### src/rtl/ram_reader_pkg.sv
// ram_reader_pkg: shared widths and FSM encoding for the RAM streaming reader.
package ram_reader_pkg;
   localparam int ADDR_W_DEF = 9;
   localparam int DATA_W_DEF = 16;
   typedef enum logic [1:0] {IDLE = 2'd0, RUN = 2'd1, FLUSH = 2'd2} state_e;
endpackage

### src/rtl/ram_reader_stream_reg.sv
// ram_reader_stream_reg: one-entry ready/valid output register with free-slot flag.
module ram_reader_stream_reg #(
   parameter int DATA_W = 16
) (
   input  logic              clk,
   input  logic              reset,
   input  logic              load_i,
   input  logic [DATA_W-1:0] data_d,
   input  logic              ready_i,
   output logic [DATA_W-1:0] data_q,
   output logic              valid_q,
   output logic              free_o
);
   // Slot may be refilled in the same cycle the held word is handed off.
   assign free_o = !valid_q || ready_i;
   always_ff @(posedge clk) begin
      if (reset) begin
         data_q  <= '0;
         valid_q <= 1'b0;
      end else if (load_i) begin
         data_q  <= data_d;
         valid_q <= 1'b1;
      end else if (ready_i) begin
         valid_q <= 1'b0;
      end
   end
endmodule

### src/rtl/ram_reader.sv
// ram_reader: streams a contiguous, address-wrapping range of RAM words onto a ready/valid output.
module ram_reader
   import ram_reader_pkg::*;
#(
   parameter int ADDR_W = ADDR_W_DEF,
   parameter int DATA_W = DATA_W_DEF
) (
   input  logic              clk,
   input  logic              reset,
   input  logic              start,
   input  logic [ADDR_W-1:0] base,
   input  logic [ADDR_W:0]   length,
   output logic              busy,
   output logic              done,
   output logic [ADDR_W-1:0] ram_address,
   input  logic [DATA_W-1:0] ram_out,
   output logic [DATA_W-1:0] m_data,
   output logic              m_valid,
   input  logic              m_ready
);
   state_e            state_q;
   logic [ADDR_W-1:0] addr_q;
   logic [ADDR_W:0]   remaining_q;
   logic              done_q;
   logic              slot_free;
   logic              capture;
   assign capture     = (state_q == RUN) && slot_free;
   assign busy        = state_q != IDLE;
   assign done        = done_q;
   assign ram_address = addr_q;
   ram_reader_stream_reg #(.DATA_W(DATA_W)) u_out (
      .clk     (clk),
      .reset   (reset),
      .load_i  (capture),
      .data_d  (ram_out),
      .ready_i (m_ready),
      .data_q  (m_data),
      .valid_q (m_valid),
      .free_o  (slot_free)
   );
   always_ff @(posedge clk) begin
      if (reset) begin
         state_q     <= IDLE;
         addr_q      <= '0;
         remaining_q <= '0;
         done_q      <= 1'b0;
      end else begin
         done_q <= 1'b0;
         case (state_q)
            IDLE: if (start) begin
               if (length != '0) begin
                  addr_q      <= base;
                  remaining_q <= length;
                  state_q     <= RUN;
               end else begin
                  done_q <= 1'b1;
               end
            end
            RUN: if (slot_free) begin
               addr_q      <= addr_q + 1'b1;
               remaining_q <= remaining_q - 1'b1;
               if (remaining_q == (ADDR_W+1)'(1)) state_q <= FLUSH;
            end
            FLUSH: if (m_valid && m_ready) begin
               state_q <= IDLE;
               done_q  <= 1'b1;
            end
            default: state_q <= IDLE;
         endcase
      end
   end
endmodule

### config.mk
export PLATFORM = sky130hd
export DESIGN_NAME = ram_reader
export DESIGN_NICKNAME = d
export VERILOG_FILES = /design/src/rtl/ram_reader_pkg.sv /design/src/rtl/ram_reader_stream_reg.sv /design/src/rtl/ram_reader.sv
export SDC_FILE = /design/constraint.sdc
export NUM_CORES = 1
export LEC_CHECK = 0
export CAP_MARGIN = 20
export CELL_PAD_IN_SITES_DETAIL_PLACEMENT = 0
export CELL_PAD_IN_SITES_GLOBAL_PLACEMENT = 2
export CORE_UTILIZATION = 25
export DETAILED_ROUTE_END_ITERATION = 16
export GPL_TIMING_DRIVEN = 0
export PLACE_DENSITY = 0.87
export SYNTH_ARGS = -nofsm -noshare
export SYNTH_HDL_FRONTEND = slang
export SYNTH_SLANG_ARGS = --single-unit
### constraint.sdc
create_clock -name clk -period 2.42 [get_ports clk]
set_input_delay 0.484 -clock clk [delete_from_list [all_inputs] [get_ports clk]]
set_output_delay 0.484 -clock clk [all_outputs]
set_load 0.01 [all_outputs]
# [After elaboration in Yosys (flattened, before gate mapping)]
# Cells that the tools add are included.
# W data, S select, Z words.
[classes] reduce_logical=11 eq_ne=8 muxes=20 n_addsub=2
[ops] cell="$mux W10" count=3
[ops] cell="$mux W9" count=3
[ops] cell="$pmux W10 S2" count=1
[ops] cell="$pmux W9 S2" count=1
[ops] cell="$eq A10 B1 Y1 const B" count=1
[ops] cell="$mux W2" count=5
[ops] cell="$reduce_bool A10 Y1" count=1
[ops] cell="$sub A10 B1 Y10 const B" count=1
[ops] cell="$add A9 B1 Y9 const B" count=1
[ops] cell="$ne A2 B2 Y1 const B" count=4
[ops] cell="$pmux W2 S3" count=1
[ops] cell="$reduce_bool A2 Y1" count=3
[ops] cell="$mux W1" count=5
[ops] cell="$reduce_and A5 Y1" count=1
[ops] cell="$reduce_and A4 Y1" count=1
[ops] cell="$eq A2 B1 Y1 const B" count=1
[ops] cell="$eq A2 B2 Y1 const B" count=1
[ops] cell="$logic_and A1 B1 Y1" count=2
[ops] cell="$logic_not A2 Y1" count=1
[ops] cell="$ne A2 B1 Y1 const B" count=1
[ops] cell="$pmux W1 S2" count=1
[ops] cell="$logic_not A1 Y1" count=1
[ops] cell="$logic_or A1 B1 Y1" count=1
[word_totals] ff_bits=39 input_bits=39 wordCells=47 out_inout_bits=28

# [Depth between registers and ports, before layout]
[logic_depth] depth_word=4 depth_mapped=8 ltp_nobuf=6

# [Cells and area by module]
# Synthesis repeated with hierarchy kept, for this count alone.
[hier_totals] cells_unflattened=237 area_unflattened_um2=2075.7
[by_module_without_submodules] module="ram_reader" n_inst=1 area_per_inst_um2=1458.9 cells_per_inst=181 seq_area_each_um2=440.4
[by_module_without_submodules] module="ram_reader_stream_reg" n_inst=1 area_per_inst_um2=616.8 cells_per_inst=56 seq_area_each_um2=340.3

# [Least setup slack after synthesis]
# OpenSTA, ideal clock, no wires.
[synth_path] path_type="input to register" from="in length[2]" to="reg done_q, in the netlist done" setup_ps=79 slack_ps=258 stages=4 arrival_ps=2082 required_time_ps=2341 path_buffers=0 path_cell_list="or4_4 or4_1 or3b_1 a211oi_2"
[synth_between] elab_chain_len=4
[synth_lines] element="start, declared" line_no="ram_reader.sv:12" text="input logic [ADDR_W:0] length,"
[synth_lines] element="$reduce_bool A10 Y1" line_no="ram_reader.sv:51" text="if (length != '0) begin"
[synth_lines] element="$mux W1" line_no="ram_reader.sv:51"
[synth_lines] element="$mux W1" line_no="ram_reader.sv:50" text="IDLE: if (start) begin"
[synth_lines] element="$pmux W1 S2" line_no="ram_reader.sv:49" text="case (state_q)"
[synth_lines] element="end signal, assigned" line_no="ram_reader.sv:46" text="done_q <= 1'b0;"
[synth_lines] element="end signal, assigned" line_no="ram_reader.sv:48" text="done_q <= 1'b0;"
[synth_lines] element="end signal, assigned" line_no="ram_reader.sv:56" text="done_q <= 1'b1;"
[synth_lines] element="end, declared" line_no="ram_reader.sv:24" text="logic done_q;"
# No other way between the ends.
# A chain may end at the register's enable or synchronous reset.

# [Final worst setup path]
# Ends and elaborated chain as after synthesis.

==> qor.csv <==
stage,metric,value,unit
min_path,hold_path.class,reg -> reg,
outcome,outcome,"finished, final reports clean",
finish,fillerInstances,845,
clock_network,cts_tree,yes,
grt,grt_start_max_net_pins,14,
clock_network,clock-root-buffer,clkbuf_8,
critical_path,r2r-start,state_q[0],
sta,relSlewSlack,0.3267,
place,dp.cells,422,
sta,fin_crit_sh,0.9714,
floorplan,rows,32,
critical_path,r2r_end,remaining_q[8],
routing,wl_met1,3245,µm
yosys,synth.distinct_cells,48,
routing,wl_met3,598,µm
routing,vias_per_cell,5.303,
critical_path,arrival,2580,ps
sta,setup_ws,69.32,ps
finish,multiInputGateArea,0.001140,mm²
sta,worstMarginPinSlew,1002,ps
clock_network,insertion_delay,300,ps
clock_network,cts.sink_count,39,
min_path,hold_end,u_out.data_q[14],
critical_path,critPathMaxFanout,3,
routing,vias,2296,
routing,wl,6915,µm
floorplan,ios,67,
floorplan,die-area,0.008411,mm²
grt,grt_usage,0.1682,
sta,skew,5.981,ps
routing,wl_met2,2986,µm
place,port_buffers,66,
finish,area_growth_syn_to_layout,46.83,%
floorplan,start_util,0.2590,
finish,seqCellArea,780.7,µm²
sta,finalHoldViolations,0,
critical_path,end_kind,flip-flop,
finish,final_util,0.3803,
yosys,ys_warn_count,0,
pwr,leakage,1.042,nW
routing,drt_iter0_markers,162,
sta,slew_violations,0,
grt,grt_pass1_vias,2188,
yosys,synth-seq-cells,39,
yosys,ys_seq_area_frac,0.3881,
place,place_ws,-434.9,ps
routing,drtPass1Iterations,4,
routing,ant_nets,0,
floorplan,dieHeight,91.71,µm
pwr,ir_drop,0.2633,mV
place,place_area,0.002800,mm²
clock_network,clk_pin_slew,90,ps
critical_path,cp-start-kind,input pin,
sta,max_freq,425.4,MHz
floorplan,die_w,91.71,µm
sta,setup_viol,0,
routing,top_layer_used,met4,
yosys,synth_edf_count,0,
finish,final_nets,372,
job,maxCapViolations,0,
sta,hold-worst-slack,458.4,ps
sta,fin_crit,2351,ps
yosys,syn_avg_cell_area,7.921,µm²
yosys,synth_top_flop_cell,dfxtp_1,
floorplan,core-area,0.007767,mm²
yosys,synth_area,0.002012,mm²
critical_path,critPathKind,in -> reg,
min_path,min_path_cells,2,
grt,antenna_found_initial,0,
yosys,postSynth.asyncResetShare,0,
clock_network,numCtsBuffers,5,
grt,grt-ovfl-total,0,
yosys,syn_nets,296,
pwr,p_total,1.785,mW
critical_path,critPathRequiredTime,2650,ps
finish,diodes,0,
clock_network,clockBufferDepth,2,
pwr,powerDensity,604.4,mW/mm²
place,dp_hpwl,4865,µm
min_path,min_from,u_out.data_q[14],
finish,drive_gt1_frac,0.08459,
sta,tns,0,ps
finish,fin_cells,433,
critical_path,ff2ff_setup_slack,180,ps
grt,grt_pass1_wl,11180,µm
place,gp_congestion,0.8062,
yosys,synth_cells,254,
critical_path,r2r_cells,8,
clock_network,cts.hold.buffers_added,0,
routing,wl_per_cell,15.97,µm
finish,finalInstanceArea,0.002954,mm²
clock_network,htreeDepth,2,
sta,rsz0062_at_grt,yes,
routing,remaining_drc_errors,0,
==> synthesized netlist by cell type, types with 2 or more instances <==
master | number | area share
buf_2 | 3 | 0.0075
nor3_1 | 7 | 0.017
o22ai_1 | 3 | 0.0093
a41oi_1 | 2 | 0.0087
nand4_1 | 6 | 0.019
buf_1 | 3 | 0.0056
inv_1 | 7 | 0.013
clkbuf_1 | 15 | 0.028
nand2_1 | 46 | 0.086
a2bb2oi_1 | 2 | 0.0087
nand2b_1 | 2 | 0.0062
nor4_1 | 3 | 0.0093
a32o_1 | 3 | 0.015
nor2_1 | 10 | 0.019
nor2b_1 | 3 | 0.0093
o32ai_1 | 6 | 0.026
and3_1 | 4 | 0.012
o221a_2 | 2 | 0.011
o21ai_0 | 3 | 0.0075
ha_1 | 3 | 0.019
a22oi_1 | 2 | 0.0075
a32oi_1 | 2 | 0.0087
or4_1 | 4 | 0.015
dfxtp_1 | 39 | 0.39
nand3_1 | 6 | 0.015
nor3b_1 | 4 | 0.015
a221oi_1 | 5 | 0.022
a21oi_1 | 36 | 0.090
a31oi_1 | 2 | 0.0062
o41ai_1 | 3 | 0.013
==> sequential cells by signal (all words and copies together) (netlist names) <==
name,flops
done,1
state_q,2
ram_address,9
remaining_q,10
u_out.data_q,16
u_out.valid_q,1
==> report_power, final <==
| group | internal, mW | switching [mW] |
|---|---|---|
| Combinational | 0.254 | 0.278 |
| Sequential | 0.701 | 0.0559 |
| Clock | 0.233 | 0.264 |
| Total | 1.19 | 0.598 |
==> timing repair <==
item / CTS / global route
setup endpoints to repair: 16 / 27
hold endpoints to repair: 0 / 0
gates resized for setup: 5 / 7
buffers inserted: 0 / 3
pin swaps: 0 / 4
==> metal layers <==
layer	vias to the layer above	GRT usage
met5	-	0
met4	0	0.05469
met3	8	0.04726
met2	93	0.2569
met1	1087	0.2279
li1	1108	-
==> logic make-up (layout without fill, tap and decap cells) <==
group / count (synthesis) / count (layout) / synth area share
simple gates: 101 / 101 / 0.2481
flops: 39 / 39 / 0.3881
compound gates: 82 / 82 / 0.2892
buf+inv: 29 / 106 / 0.05597
fa+ha+maj: 3 / 3 / 0.01866
==> placed cells by master (no fill, tap or decap), types with 5 or more instances in the layout <==
master	n
a21oi_1	36
dfxtp_1	39
o32ai_1	6
nand4_1	6
buf_4	5
inv_1	7
clkbuf_1	13
nor2_1	10
clkbuf_8	6
nand3_1	6
nand2_1	46
nor3_1	7
clkdlybuf4s50_1	65
a221oi_1	5
==> layout make-up <==
type | instances | area share
clock buffer | 6 | 0.02795
sequential | 39 | 0.2643
inverter | 8 | 0.01017
multi-input combinational | 186 | 0.3859
timing repair buffer | 69 | 0.2321
buffer | 21 | 0.03092
clock inverter | 2 | 0.005506
tap | 102 | 0.04320
==> worst max-delay path: stages <==
cell	delay, ps
clkdlybuf4s50_1	420
or4_4	590
or4_4	500
or3b_4	410
a211oi_2	170
==> worst max-delay path by stage <==
stage               from        endpoint  slack (ps)  cells after the start
4_1_cts        length[0]            done          20                      5
3_5_place_dp   length[7]  ram_address[8]        -430                      6
6_report       length[2]            done          70                      5
3_3_place_gp   length[7]  ram_address[8]        -470                      6
5_1_grt        length[7]  ram_address[8]         -10                      6
2_1_floorplan  length[2]            done         260                      4
Power figures use the tool's default switching activity.
